`config.mk`:
```
export PLATFORM = sky130hd
export DESIGN_NAME = serial_subtractor
export DESIGN_NICKNAME = d
export VERILOG_FILES = /design/src/rtl/serial_subtractor_pkg.sv /design/src/rtl/serial_subtractor_full_subtractor.sv /design/src/rtl/serial_subtractor.sv
export SDC_FILE = /design/constraint.sdc
export NUM_CORES = 1
export LEC_CHECK = 0
export ABC_AREA = 1
export BUFFER_PORTS_ARGS = -buffer_cell sky130_fd_sc_hd__buf_4
export CORE_MARGIN = 3
export CORE_UTILIZATION = 40
export DETAILED_ROUTE_END_ITERATION = 8
export GPL_TIMING_DRIVEN = 1
export PLACE_DENSITY = 0.74
export SYNTH_ARGS = -nofsm -noshare
export SYNTH_HDL_FRONTEND = slang
export SYNTH_SLANG_ARGS = --single-unit
```
`constraint.sdc`:
```
create_clock -name clk -period 1.07 [get_ports clk]
set_input_delay 0.107 -clock clk [delete_from_list [all_inputs] [get_ports clk]]
set_output_delay 0.107 -clock clk [all_outputs]
set_load 0.02 [all_outputs]
```
`src/rtl/serial_subtractor_pkg.sv`:
```
// -----------------------------------------------------------------------------
// serial_subtractor_pkg
// Shared definitions for the bit-serial subtractor:
//   - SS_WIDTH_DEFAULT : default operand width
//   - state_t          : control FSM states (IDLE / SHIFT / DONE)
//   - cnt_width()      : bit-counter width, $clog2(WIDTH+1), for any WIDTH
//   - SS_CNT_W_DEFAULT : bit-counter width for the default WIDTH
// -----------------------------------------------------------------------------
package serial_subtractor_pkg;

    localparam int SS_WIDTH_DEFAULT = 8;

    // The counter indexes WIDTH+1 bit positions (0..WIDTH).
    function automatic int cnt_width(input int w);
        return $clog2(w + 1);
    endfunction

    localparam int SS_CNT_W_DEFAULT = $clog2(SS_WIDTH_DEFAULT + 1);

    typedef enum logic [1:0] {
        IDLE  = 2'd0,
        SHIFT = 2'd1,
        DONE  = 2'd2
    } state_t;

endpackage

```
`src/rtl/serial_subtractor_full_subtractor.sv`:
```
// -----------------------------------------------------------------------------
// full_subtractor
// One-bit subtractor cell: computes x - y - bin.
// Ports:
//   x    : minuend bit
//   y    : subtrahend bit
//   bin  : borrow in
//   d    : difference bit
//   bout : borrow out
// -----------------------------------------------------------------------------
module full_subtractor (
    input  logic x,
    input  logic y,
    input  logic bin,
    output logic d,
    output logic bout
);

    assign d    = x ^ y ^ bin;
    assign bout = (~x & (y | bin)) | (y & bin);

endmodule

```
`src/rtl/serial_subtractor.sv`:
```
// -----------------------------------------------------------------------------
// serial_subtractor
// Recovers the first operand of a WIDTH-bit addition from the adder outputs:
// diff = {cout,sum} - b - cin, computed one bit per clock, LSB first, over
// WIDTH+1 bit positions. err flags operand sets that no WIDTH-bit addition
// could have produced (negative diff or diff wider than WIDTH bits).
// Ports:
//   clk       : clock, rising edge
//   rst       : asynchronous active-high reset
//   in_valid  : operand set on sum/cout/b/cin is valid
//   in_ready  : block is idle and accepts an operand set
//   sum       : adder sum word
//   cout      : adder carry-out
//   b         : adder second operand
//   cin       : adder carry-in
//   out_valid : result on a/err is valid (held until out_ready)
//   out_ready : consumer accepts the result
//   a         : recovered first operand, diff[WIDTH-1:0]
//   err       : operand set inconsistent with any WIDTH-bit addition
// -----------------------------------------------------------------------------
module serial_subtractor
    import serial_subtractor_pkg::*;
#(
    parameter int WIDTH = SS_WIDTH_DEFAULT
) (
    input  logic             clk,
    input  logic             rst,
    input  logic             in_valid,
    output logic             in_ready,
    input  logic [WIDTH-1:0] sum,
    input  logic             cout,
    input  logic [WIDTH-1:0] b,
    input  logic             cin,
    output logic             out_valid,
    input  logic             out_ready,
    output logic [WIDTH-1:0] a,
    output logic             err
);

    localparam int             CNT_W    = cnt_width(WIDTH);
    localparam logic [CNT_W-1:0] LAST_BIT = CNT_W'(WIDTH);

    state_t             r_state;
    state_t             w_state_next;
    logic [CNT_W-1:0]   r_cnt;
    logic               r_borrow;
    logic [WIDTH:0]     r_x;      // {cout,sum}, shifted right each bit
    logic [WIDTH-1:0]   r_b;      // b, shifted right; zero fill supplies b bit WIDTH
    logic [WIDTH:0]     r_acc;    // result, filled from the MSB end
    logic               w_load;
    logic               w_d;
    logic               w_bout;

    // ---------------------------------------------------------------- FSM
    always_ff @(posedge clk or posedge rst) begin
        if (rst) begin
            r_state <= IDLE;
        end else begin
            r_state <= w_state_next;
        end
    end

    always_comb begin
        w_state_next = r_state;
        in_ready     = 1'b0;
        out_valid    = 1'b0;
        case (r_state)
            IDLE: begin
                in_ready = 1'b1;
                if (in_valid) begin
                    w_state_next = SHIFT;
                end
            end
            SHIFT: begin
                if (r_cnt == LAST_BIT) begin
                    w_state_next = DONE;
                end
            end
            DONE: begin
                out_valid = 1'b1;
                if (out_ready) begin
                    w_state_next = IDLE;
                end
            end
            default: w_state_next = IDLE;
        endcase
    end

    assign w_load = in_valid & in_ready;

    // ------------------------------------------------------------ datapath
    full_subtractor u_fs (
        .x    (r_x[0]),
        .y    (r_b[0]),
        .bin  (r_borrow),
        .d    (w_d),
        .bout (w_bout)
    );

    always_ff @(posedge clk or posedge rst) begin
        if (rst) begin
            r_cnt    <= '0;
            r_borrow <= 1'b0;
            r_x      <= '0;
            r_b      <= '0;
            r_acc    <= '0;
        end else if (w_load) begin
            r_cnt    <= '0;
            r_borrow <= cin;     // carry-in is subtracted as the initial borrow
            r_x      <= {cout, sum};
            r_b      <= b;
            r_acc    <= '0;
        end else if (r_state == SHIFT) begin
            r_cnt    <= r_cnt + CNT_W'(1);
            r_borrow <= w_bout;
            r_x      <= {1'b0, r_x[WIDTH:1]};
            r_b      <= {1'b0, r_b[WIDTH-1:1]};
            // After WIDTH+1 shifts the first bit computed sits at r_acc[0].
            r_acc    <= {w_d, r_acc[WIDTH:1]};
        end
    end

    assign a   = r_acc[WIDTH-1:0];
    // A final borrow means diff went negative; a set top bit means diff
    // needed WIDTH+1 bits. Either way no WIDTH-bit addition produced it.
    assign err = r_borrow | r_acc[WIDTH];

endmodule

```
==> Word level (Yosys, flattened, before mapping) <==
Cells that the tools add are included.
{ "word_totals": {"reg_bits": 33, "wordCells": 41} }
{ "classes": {"addsub": 1, "n_eq_ne": 6, "muxes": 16, "n_bitwise": 9, "n_reduce_logical": 3} }
{ "ops": {"columns": ["op", "n"], "rows": [
  ["two-way mux 9 bit", 4],
  ["two-way mux 8 bit", 2],
  ["two-way mux 4 bit", 2],
  ["two-way mux 2 bit", 3],
  ["inequality test 2 bit, second input constant", 3],
  ["one-hot mux 2 bit (3 select lines)", 1],
  ["adder 4 x 1 -> 4 bit, second input constant", 1],
  ["equality test 4 bit, second input constant", 1],
  ["two-way mux 1 bit", 4],
  ["bitwise AND 1 bit", 3],
  ["bitwise OR 1 bit", 3],
  ["AND reduction 3 bit", 1],
  ["equality test 2 x 1 -> 1 bit, second input constant", 1],
  ["equality test 2 bit, second input constant", 1],
  ["zero test 2 bit", 1],
  ["nonzero test 2 bit", 1],
  ["bitwise XOR 1 bit", 2],
  ["NOT 1 bit", 1]
]} }

==> Logic depth before layout (Yosys ltp) <==
Gate-level depths: netlist (run 1).
{ "depth": {"ltp_word": 5, "ltp_mapped": 6, "depth_no_buf": 6} }

==> Hierarchy <==
Synthesis (run 1) repeated with hierarchy kept, for this count alone.
{ "hier_totals": {"hier_cells": 178, "hier_area_um2": 1552.7} }
{ "modules_own_cells": {"columns": ["module", "n_inst", "cells_per_inst", "area_each_um2", "seq_area_each_um2"], "rows": [
  ["serial_subtractor", 1, 175, 1525.2, 825.8],
  ["full_subtractor", 1, 3, 27.5, 0.0]
]} }

==> Least setup slack after synthesis (run 1) <==
Ideal clock, no wire load.
{ "synth_path": {"path_kind": "reg2reg", "start": "reg r_borrow", "end": "reg r_acc[8]", "setup_ns": 0.126, "arrival_ns": 0.981, "setup_slack_ns": -0.037, "stages_incl_launch_ff": 3, "n_path_buf": 0, "period_less_slack_ns": 1.107, "path_cell_list": "dfrtp_1 -> fa_1 -> o22ai_1"} }
{ "synth_between": {"elab_chain_cells": 3} }
{ "synth_lines": {"columns": ["item", "line", "text"], "rows": [
  ["start, declared", "serial_subtractor.sv:46", "logic r_borrow;"],
  ["start signal, assigned", "serial_subtractor.sv:109", "r_borrow <= cin;"],
  ["start signal, assigned", "serial_subtractor.sv:115", "r_borrow <= w_bout;"],
  ["bitwise XOR 1 bit", "serial_subtractor_full_subtractor.sv:19", "assign d = x ^ y ^ bin;"],
  ["two-way mux 9 bit", "serial_subtractor.sv:113", "end else if (r_state == SHIFT) begin"],
  ["two-way mux 9 bit", "serial_subtractor.sv:107", "end else if (w_load) begin"],
  ["end signal, assigned", "serial_subtractor.sv:119", "r_acc <= {w_d, r_acc[WIDTH:1]};"],
  ["end, declared", "serial_subtractor.sv:49", "logic [WIDTH:0] r_acc;"]
]} }
Every way passes these cells. The select of a mux whose other input is x is not followed.
A chain may end at the register's enable or synchronous reset.

==> Final worst setup path (run 1) <==
{ "layout_path": {"start": "reg r_borrow", "end": "out err"} }
{ "layout_between": {"elab_chain_cells": 1} }
{ "layout_lines": {"columns": ["item", "line", "text"], "rows": [
  ["bitwise OR 1 bit", "serial_subtractor.sv:126", "assign err = r_borrow | r_acc[WIDTH];"],
  ["end, declared", "serial_subtractor.sv:37", "output logic err"]
]} }
Every way passes these cells.

==> flow_metrics.tcl, run 1 <==
set metrics [dict create \
    wire_per_inst_um 12.2 \
    viasPerCell 4.80 \
    final_cells 266 \
    drc 0 \
    synth_cell_type_count 21 \
    hold_violations 0 \
    num_rows 21 \
    path_delay_family "flip-flops" \
    io_pins 33 \
    end_kind "primary output" \
    htreeDepth 2 \
    outcome "finished, violations left" \
    cp-startpoint "r_borrow" \
    clkTransAtPathRegs_ns 0.06 \
    drive_above_1_share_pct 40.5 \
    drtIter0Drc 77 \
    grt_pass1_vias 1134 \
    power_density_nw_per_um2 2710 \
    dr_wl_met2_um 1720 \
    seq_area_frac_synth_pct 53.6 \
    cp_slowest_cell "dfrtp_1" \
    place.port_buffers 32 \
    crit_arrival_ns 1.14 \
    avgSynthCellArea_um2 8.76 \
    cts_buffers 5 \
    min_period_ns 1.25 \
    pre_cts_slack_ns -0.0484 \
    reg2reg_from "r_state[1]" \
    crit_fanout 2 \
    power_mw 5.93 \
    dp.cells 249 \
    cp.required_ns 0.96 \
    p_leak_nw 1.06 \
    worst_slack_ns -0.177 \
    antennaDiodeCount 0 \
    overflow 0 \
    finalCritPeriodShare_pct 117 \
    routed_wl_um 3260 \
    design_area_um2 2190 \
    worst_ir_drop_vdd_mv 1.41 \
    coreArea_um2 3520 \
    insertion_delay_ns 0.28 \
    drtPass1Iterations 4 \
    grt_use_total_pct 14.3 \
    setup_tns_ns -2.30 \
    die_y_um 68.1 \
    relSlewSlack_pct 81.6 \
    hold_path_startpoint "b[5]" \
    initial_core_util_pct 43.8 \
    netlist_area_um2 1540 \
    antenna_found_initial 0 \
    die_x_um 68.1 \
    post_dp_cell_area_um2 1850 \
    skew_ns 0.00235 \
    final_nets 244 \
    ant_nets 0 \
    synth_warnings 0 \
    postLayoutCoreUtil_pct 62.1 \
    critPathLaunchType "flop" \
    fmax_ghz 0.802 \
    gp_congestion 0.713 \
    met1_length_um 1310 \
    slowest_delay_ns 0.39 \
    violations "setup timing" \
    path_cells "buf_6 -> or2_4 -> buf_6" \
    dp.final_hpwl_um 2020 \
    crit_top_cell "buf_6" \
    grt_max_degree 34 \
    wl_met3_um 160 \
    cts_sinks 33 \
    slew_viol_final 0 \
    report.final.setup_viol 30 \
    hp-class "input port to flop" \
    syn_inst 176 \
    crit_type "flop to primary output" \
    root_buffer "clkbuf_8" \
    cts_buffer_depth 2 \
    area_growth_pct 41.9 \
    vias 1276 \
    syn-num-nets 201 \
    rsz0062_at_grt "true" \
    holdWs_ns 0.0223 \
    synth.ff_latch_count 33 \
    worst_pin_slew_ns 0.275 \
    grt_pass1_wl_um 4780 \
    cts_tree "done" \
    max-cap-violations 0 \
    dieArea_um2 4630 \
    path_buf_inv 2 \
    routed.top_layer "met4" \
]
## cell type report
cell class | count | area (um^2)
Inverter | 22 | 100
Multi-Input combinational cell | 107 | 658
Fill cell | 320 | 1330
Timing Repair Buffer | 49 | 453
Tap cell | 46 | 57.6
Clock buffer | 8 | 80.1
Timing Repair inverter | 1 | 11.3
Sequential cell | 33 | 827
## final timing paths
check / end / slack, ns / cells past startpoint
setup / recovery: err / -0.18 / 3
max in group asynchronous: r_state[0] / 0.46 / 4
min in group asynchronous: r_acc[7] / 0.42 / 4
setup reg to reg: r_x[7] / -0.12 / 7
hold reg to reg: r_x[1] / 0.49 / 2
hold / removal: r_b[5] / 0.02 / 3
## cells in the mapped netlist
cell	n	share of area, %
buf_2	4	1.3
buf_4	8	3.9
buf_6	2	1.5
dfrtp_1	33	54
fa_1	1	1.3
ha_1	2	1.6
inv_1	19	4.6
inv_2	3	0.73
nand2_1	61	15
nand3_1	16	5.2
nand4_1	2	0.81
nor2_1	3	0.73
nor2_4	2	1.5
o211ai_1	1	0.49
o211ai_2	1	0.81
o21ai_0	4	1.3
o21ai_1	2	0.65
o21ai_2	1	0.57
o22ai_1	9	3.7
or2_2	1	0.41
xnor2_1	1	0.57
## layout by cell type (no fill, tap or decap), types with 2 or more instances in the layout
cell / synthesis / routed
clkbuf_1: 0 / 3
o22ai_2: 0 / 7
nor2_4: 2 / 5
inv_1: 19 / 16
nand2_2: 0 / 9
inv_2: 3 / 3
nand4_1: 2 / 2
o22ai_1: 9 / 2
dfrtp_1: 33 / 32
buf_6: 2 / 12
buf_12: 0 / 3
inv_8: 0 / 2
buf_4: 8 / 33
clkbuf_8: 0 / 5
o21ai_1: 2 / 5
nand3_1: 16 / 15
nand2_1: 61 / 51
## metal layers
layer  track usage [%]  vias up
li1                  -      632
met1              16.5      605
met2              23.8       31
met3              3.45        8
met4              8.93        0
met5                 0        -
## worst register-to-register path: cells and delay by family, from the launching register on
kind	cells	cell delay (ns)
buffers and inverters	3	0.36
and+or+nand+nor	3	0.24
DFF	1	0.42
AOI/OAI and AO/OA	1	0.07
## where the power goes
group          switching (mW)  total, mW  internal, mW
sequential              0.336       2.10          1.76
clock                   0.417      0.878         0.461
combinational            1.56       2.95          1.39
total                    2.32       5.93          3.62
## what timing repair did
action                                  CTS  global route
pin swaps                                 1             6
setup buffers                             4             3
hold buffers                              1             0
resized for setup                        20            37
cloned                                    0             1
endpoints found under the hold margin    33             0
endpoints found under the setup margin   14            36
## registers in the layout, indices dropped and copies added (netlist names)
register	flops
r_b	8
r_borrow	1
r_cnt	4
r_state	2
r_acc	9
r_x	9
## kinds of logic after synthesis
| kind of cell | share of synthesized area, % |
|---|---|
| adders and majority gates | 2.92 |
| buffers and inverters | 12.0 |
| DFF | 53.6 |
| xor gates and xnor gates | 0.568 |
| AOI/OAI and AO/OA | 7.47 |
| and+or+nand+nor | 23.5 |
Note: power is estimated with default switching activity, not from simulation.
==> inputs of run 2 (changes only) <==
--- a/config.mk
+++ b/config.mk
@@ -11,6 +11,7 @@
 export CORE_UTILIZATION = 40
 export DETAILED_ROUTE_END_ITERATION = 8
 export GPL_TIMING_DRIVEN = 1
+export MAX_ROUTING_LAYER = met4
 export PLACE_DENSITY = 0.74
 export SYNTH_ARGS = -nofsm -noshare
 export SYNTH_HDL_FRONTEND = slang
==> run 2 against run 1 <==
Effect of this change:
- the flow still finishes with violations (setup timing)
- sequential cell count is the same
- setup slack about the same
- die area is the same
- final cell count stayed put
- largest cell class unchanged
==> flow_metrics.tcl, run 2 (synthesis results as in run 1) <==
set metrics [dict create \
    hp-class "input port to flop" \
    drtPass1Iterations 4 \
    dp.final_hpwl_um 2020 \
    ant_nets 0 \
    die_x_um 68.1 \
    overflow 0 \
    violations "setup timing" \
    n_fill_cell 320 \
    drive_above_1_share_pct 40.5 \
    final_nets 244 \
    grt_use_total_pct 14.8 \
    multi_input_comb_area_um2 658 \
    register_area_um2 827 \
    pre_cts_slack_ns -0.0484 \
    vias 1278 \
    fmax_ghz 0.802 \
    hold_violations 0 \
    worst_pin_slew_ns 0.275 \
    insertion_delay_ns 0.28 \
    htreeDepth 2 \
    drtIter0Drc 73 \
    grt_max_degree 34 \
    min_period_ns 1.25 \
    num_rows 21 \
    gp_congestion 0.722 \
    cts_buffer_depth 2 \
    cp.required_ns 0.96 \
    skew_ns 0.00207 \
    dieArea_um2 4630 \
    die_y_um 68.1 \
    crit_fanout 2 \
    cts_tree "done" \
    grt_pass1_wl_um 4780 \
    coreArea_um2 3520 \
    power_density_nw_per_um2 2710 \
    place.port_buffers 32 \
    final_cells 266 \
    antennaDiodeCount 0 \
    area_growth_pct 41.9 \
    worst_ir_drop_vdd_mv 1.41 \
    grt_pass1_vias 1134 \
    power_mw 5.93 \
    relSlewSlack_pct 81.6 \
    p_leak_nw 1.06 \
    finalCritPeriodShare_pct 117 \
    layout_common_cells "nand2_1, buf_4, dfrtp_1" \
    drc 0 \
    rsz0062_at_grt "true" \
    antenna_found_initial 0 \
    end_kind "primary output" \
    wire_per_inst_um 12.2 \
    crit_arrival_ns 1.14 \
    setup_tns_ns -2.27 \
    critPathLaunchType "flop" \
    holdWs_ns 0.0222 \
    cts_buffers 5 \
    viasPerCell 4.80 \
    dp.cells 249 \
    slew_viol_final 0 \
    max-cap-violations 0 \
    crit_type "flop to primary output" \
    initial_core_util_pct 43.8 \
    outcome "finished, violations left" \
    io_pins 33 \
    worst_slack_ns -0.177 \
    final_common_cell "nand2_1" \
    cts_sinks 33 \
    clkTransAtPathRegs_ns 0.06 \
    root_buffer "clkbuf_8" \
    largest_registers "r_acc: 9 flops, r_x: 9 flops, r_b: 8 flops" \
    routed_wl_um 3240 \
    report.final.setup_viol 30 \
]
==> run 2: metal layers <==
layer	part of all wire (%)	global-route usage [%]	vias up
met4	2.1	8.93	0
met5	0	-	-
met1	40	16.5	603
met2	53	23.8	35
li1	-	-	632
met3	5.2	3.45	8
==> run 2: what timing repair did <==
item | 4_1_cts | 5_1_grt
hold endpoints to repair | 33 | 0
gates cloned | 0 | 1
endpoints found under the setup margin | 14 | 36
buffers inserted | 4 | 3
hold buffers | 1 | 0
resized for setup | 20 | 37
pin swaps | 1 | 6
==> run 2: final timing paths <==
kind	from	endpoint	slack [ns]	cells after the start
worst max register to register	r_state[1]	r_x[7]	-0.12	7
min in group asynchronous	rst	r_acc[7]	0.42	4
worst max-delay path	r_borrow	err	-0.18	3
worst min register to register	r_x[2]	r_x[1]	0.49	2
worst min-delay path	b[5]	r_b[5]	0.02	3
max in group asynchronous	rst	r_state[0]	0.46	4
==> run 2: where the power goes <==
| group | switching [mW] | total, mW | internal, mW | leakage (nW) |
|---|---|---|---|---|
| clock network | 0.416 | 0.877 | 0.461 | 0.0395 |
| logic | 1.56 | 2.95 | 1.39 | 0.593 |
| registers | 0.333 | 2.10 | 1.76 | 0.427 |
==> run 2: critical path: stages, from the launching register on <==
cell and delay [ns]:
dfrtp_1 0.39, buf_6 0.12, or2_4 0.22, buf_6 0.13
==> run 2: layout make-up <==
| cell class | count | share of cell area (%) |
|---|---|---|
| clock buffer | 8 | 3.66 |
| timing repair buffer | 49 | 20.7 |
| timing repair inverter | 1 | 0.515 |
| multi-input combinational | 107 | 30.1 |
| sequential | 33 | 37.8 |
| tap | 46 | 2.63 |
| inverter | 22 | 4.58 |
==> run 2: through the flow <==
step           utilization (%)  area, um^2
2_1_floorplan                -        1550
3_3_place_gp              52.5        1850
3_5_place_dp              52.5        1850
4_1_cts                   57.7        2030
5_1_grt                   62.1        2190
6_report                  62.1        2190
==> inputs of run 3 (changes only) <==
--- a/config.mk
+++ b/config.mk
@@ -8,11 +8,11 @@
 export ABC_AREA = 1
 export BUFFER_PORTS_ARGS = -buffer_cell sky130_fd_sc_hd__buf_4
 export CORE_MARGIN = 3
-export CORE_UTILIZATION = 40
+export CORE_UTILIZATION = 45
 export DETAILED_ROUTE_END_ITERATION = 8
 export GPL_TIMING_DRIVEN = 1
 export MAX_ROUTING_LAYER = met4
-export PLACE_DENSITY = 0.74
+export PLACE_DENSITY = 0.81
 export SYNTH_ARGS = -nofsm -noshare
 export SYNTH_HDL_FRONTEND = slang
 export SYNTH_SLANG_ARGS = --single-unit
==> run 3 against run 2 <==
Effect of this change:
- the run still ends with setup timing left
- combinational power up 7.1%
- routed wire length up 28%
- final cell count up 7.1%
- setup slack better by 0.014 ns
- clock power down 18%
- critical path depth unchanged
- non-clock buffer count up 23
- critical endpoint is now r_acc[8]
- highest routed layer unchanged
==> flow_metrics.tcl, run 3 (synthesis results as in run 1) <==
set metrics [dict create \
    register_area_um2 826 \
    met1_length_um 1530 \
    overflow 0 \
    p_leak_nw 1.24 \
    root_buffer "clkbuf_4" \
    relSlewSlack_pct 72.5 \
    vias 1421 \
    gp_congestion 0.835 \
    final_nets 266 \
    cp_slowest_cell "fa_2" \
    min_period_ns 1.23 \
    final_cells 285 \
    die_x_um 64.5 \
    htreeDepth 2 \
    ant_nets 0 \
    coreArea_um2 3150 \
    wire_per_inst_um 14.6 \
    slew_viol_final 0 \
    routed_wl_um 4160 \
    min_to "r_x[7]" \
    holdWs_ns 0.0214 \
    viasPerCell 4.99 \
    reg2regPathDepth 3 \
    dp.final_hpwl_um 2180 \
    cts_tree "done" \
    hold_path_startpoint "sum[7]" \
    drive_above_1_share_pct 47.7 \
    drtPass1Iterations 4 \
    io_pins 33 \
    max-cap-violations 0 \
    layout_common_cells "nand2_1, buf_4, dfrtp_1" \
    dr_wl_met2_um 2290 \
    rsz0062_at_grt "true" \
    fmax_ghz 0.811 \
    path_delay_family "adder cells" \
    cts_sinks 33 \
    initial_core_util_pct 48.9 \
    slowest_delay_ns 0.51 \
    worst_slack_ns -0.163 \
    num_rows 20 \
    area_growth_pct 56.9 \
    grt_pass1_wl_um 6180 \
    path_buf_inv 1 \
    rrSetupSlack_ns -0.16 \
    end_kind "flop" \
    hold_depth 3 \
    crit_fanout 2 \
    finalCritPeriodShare_pct 115 \
    dieArea_um2 4160 \
    cts_buffer_depth 2 \
    crit_type "flop to flop" \
    skew_ns 0.0119 \
    insertion_delay_ns 0.34 \
    cp.required_ns 1.31 \
    drtIter0Drc 78 \
    crit_arrival_ns 1.47 \
    die_y_um 64.5 \
    dp.cells 248 \
    critPathLaunchType "flop" \
    worst_pin_slew_ns 0.413 \
    cts_buffers 5 \
    n_fill_cell 212 \
    grt_max_degree 34 \
    worst_ir_drop_vdd_mv 1.43 \
    clkTransAtPathRegs_ns 0.10 \
    drc 0 \
    multi_input_comb_area_um2 721 \
    design_area_um2 2420 \
    largest_registers "r_acc: 9 flops, r_x: 9 flops, r_b: 8 flops" \
    reg2reg_from "r_borrow" \
    setup_tns_ns -3.93 \
    routed.top_layer "met4" \
    hold_violations 0 \
    wl_met3_um 205 \
    post_dp_cell_area_um2 1810 \
    hp-class "input port to flop" \
    violations "setup timing" \
    antenna_found_initial 0 \
    antennaDiodeCount 0 \
    grt_use_total_pct 19.8 \
    place.port_buffers 32 \
    power_mw 5.98 \
    grt_pass1_vias 1444 \
    reg2reg_to "r_acc[8]" \
    report.final.setup_viol 36 \
    power_density_nw_per_um2 2470 \
    path_cells "buf_6 -> fa_2 -> o22ai_1" \
    outcome "finished, violations left" \
]
run 3: changes by cell type in the layout (fill, tap and decap cells not counted), sizes merged:
| cell | delta |
|---|---|
| dlygate4sd3 | +17 |
| buf | +6 |
| clkbuf | -1 |
| clkinv | -1 |
run 3: report_power, final:
group / switching, mW / internal, mW / total [mW]
sequential: 0.353 / 1.75 / 2.11
clock: 0.409 / 0.310 / 0.719
combinational: 1.67 / 1.49 / 3.16
total: 2.43 / 3.55 / 5.98
run 3: area by class of cell:
| class | count | share of cell area [%] |
|---|---|---|
| multi-input combinational | 107 | 29.8 |
| clock buffer | 7 | 2.28 |
| timing repair buffer | 72 | 27.2 |
| tap | 44 | 2.28 |
| inverter | 22 | 4.35 |
| sequential | 33 | 34.1 |
run 3: tightest hold or removal path, cell delays in order:
cell,delay (ns)
buf_4,0.08
nand2_2,0.04
o211ai_1,0.09
run 3: how the worst max path moves through the flow:
stage / startpoint / to / slack [ns] / depth (start not counted)
after floorplan: r_x[0] / r_acc[8] / -0.02 / 3
after global placement: r_x[0] / r_acc[8] / -0.03 / 3
after detailed placement: r_x[0] / r_acc[8] / -0.07 / 3
after CTS: r_state[1] / in_ready / -0.17 / 3
after global routing: r_state[0] / in_ready / -0.21 / 3
final: r_borrow / r_acc[8] / -0.16 / 3
run 3: per-stage QoR:
step | utilization (%) | worst slack (ns)
after floorplan | - | -0.0187
after global placement | 57.5 | -0.0301
after detailed placement | 57.5 | -0.0695
after CTS | 68.3 | -0.165
after global routing | 76.7 | -0.212
final | 76.7 | -0.163
run 3: what timing repair did:
item	in CTS	in global routing
hold buffers	17	1
setup endpoints to repair	27	36
pin swaps	5	5
gates resized for setup	17	68
setup buffers	6	3
hold endpoints to repair	49	1
gates cloned	2	1
run 3: metal layers:
metal  vias to the layer above  GRT usage [%]
li1                        674              -
met1                       694           22.1
met2                        42           33.9
met3                        11           5.72
met4                         0           7.12
met5                         -              -
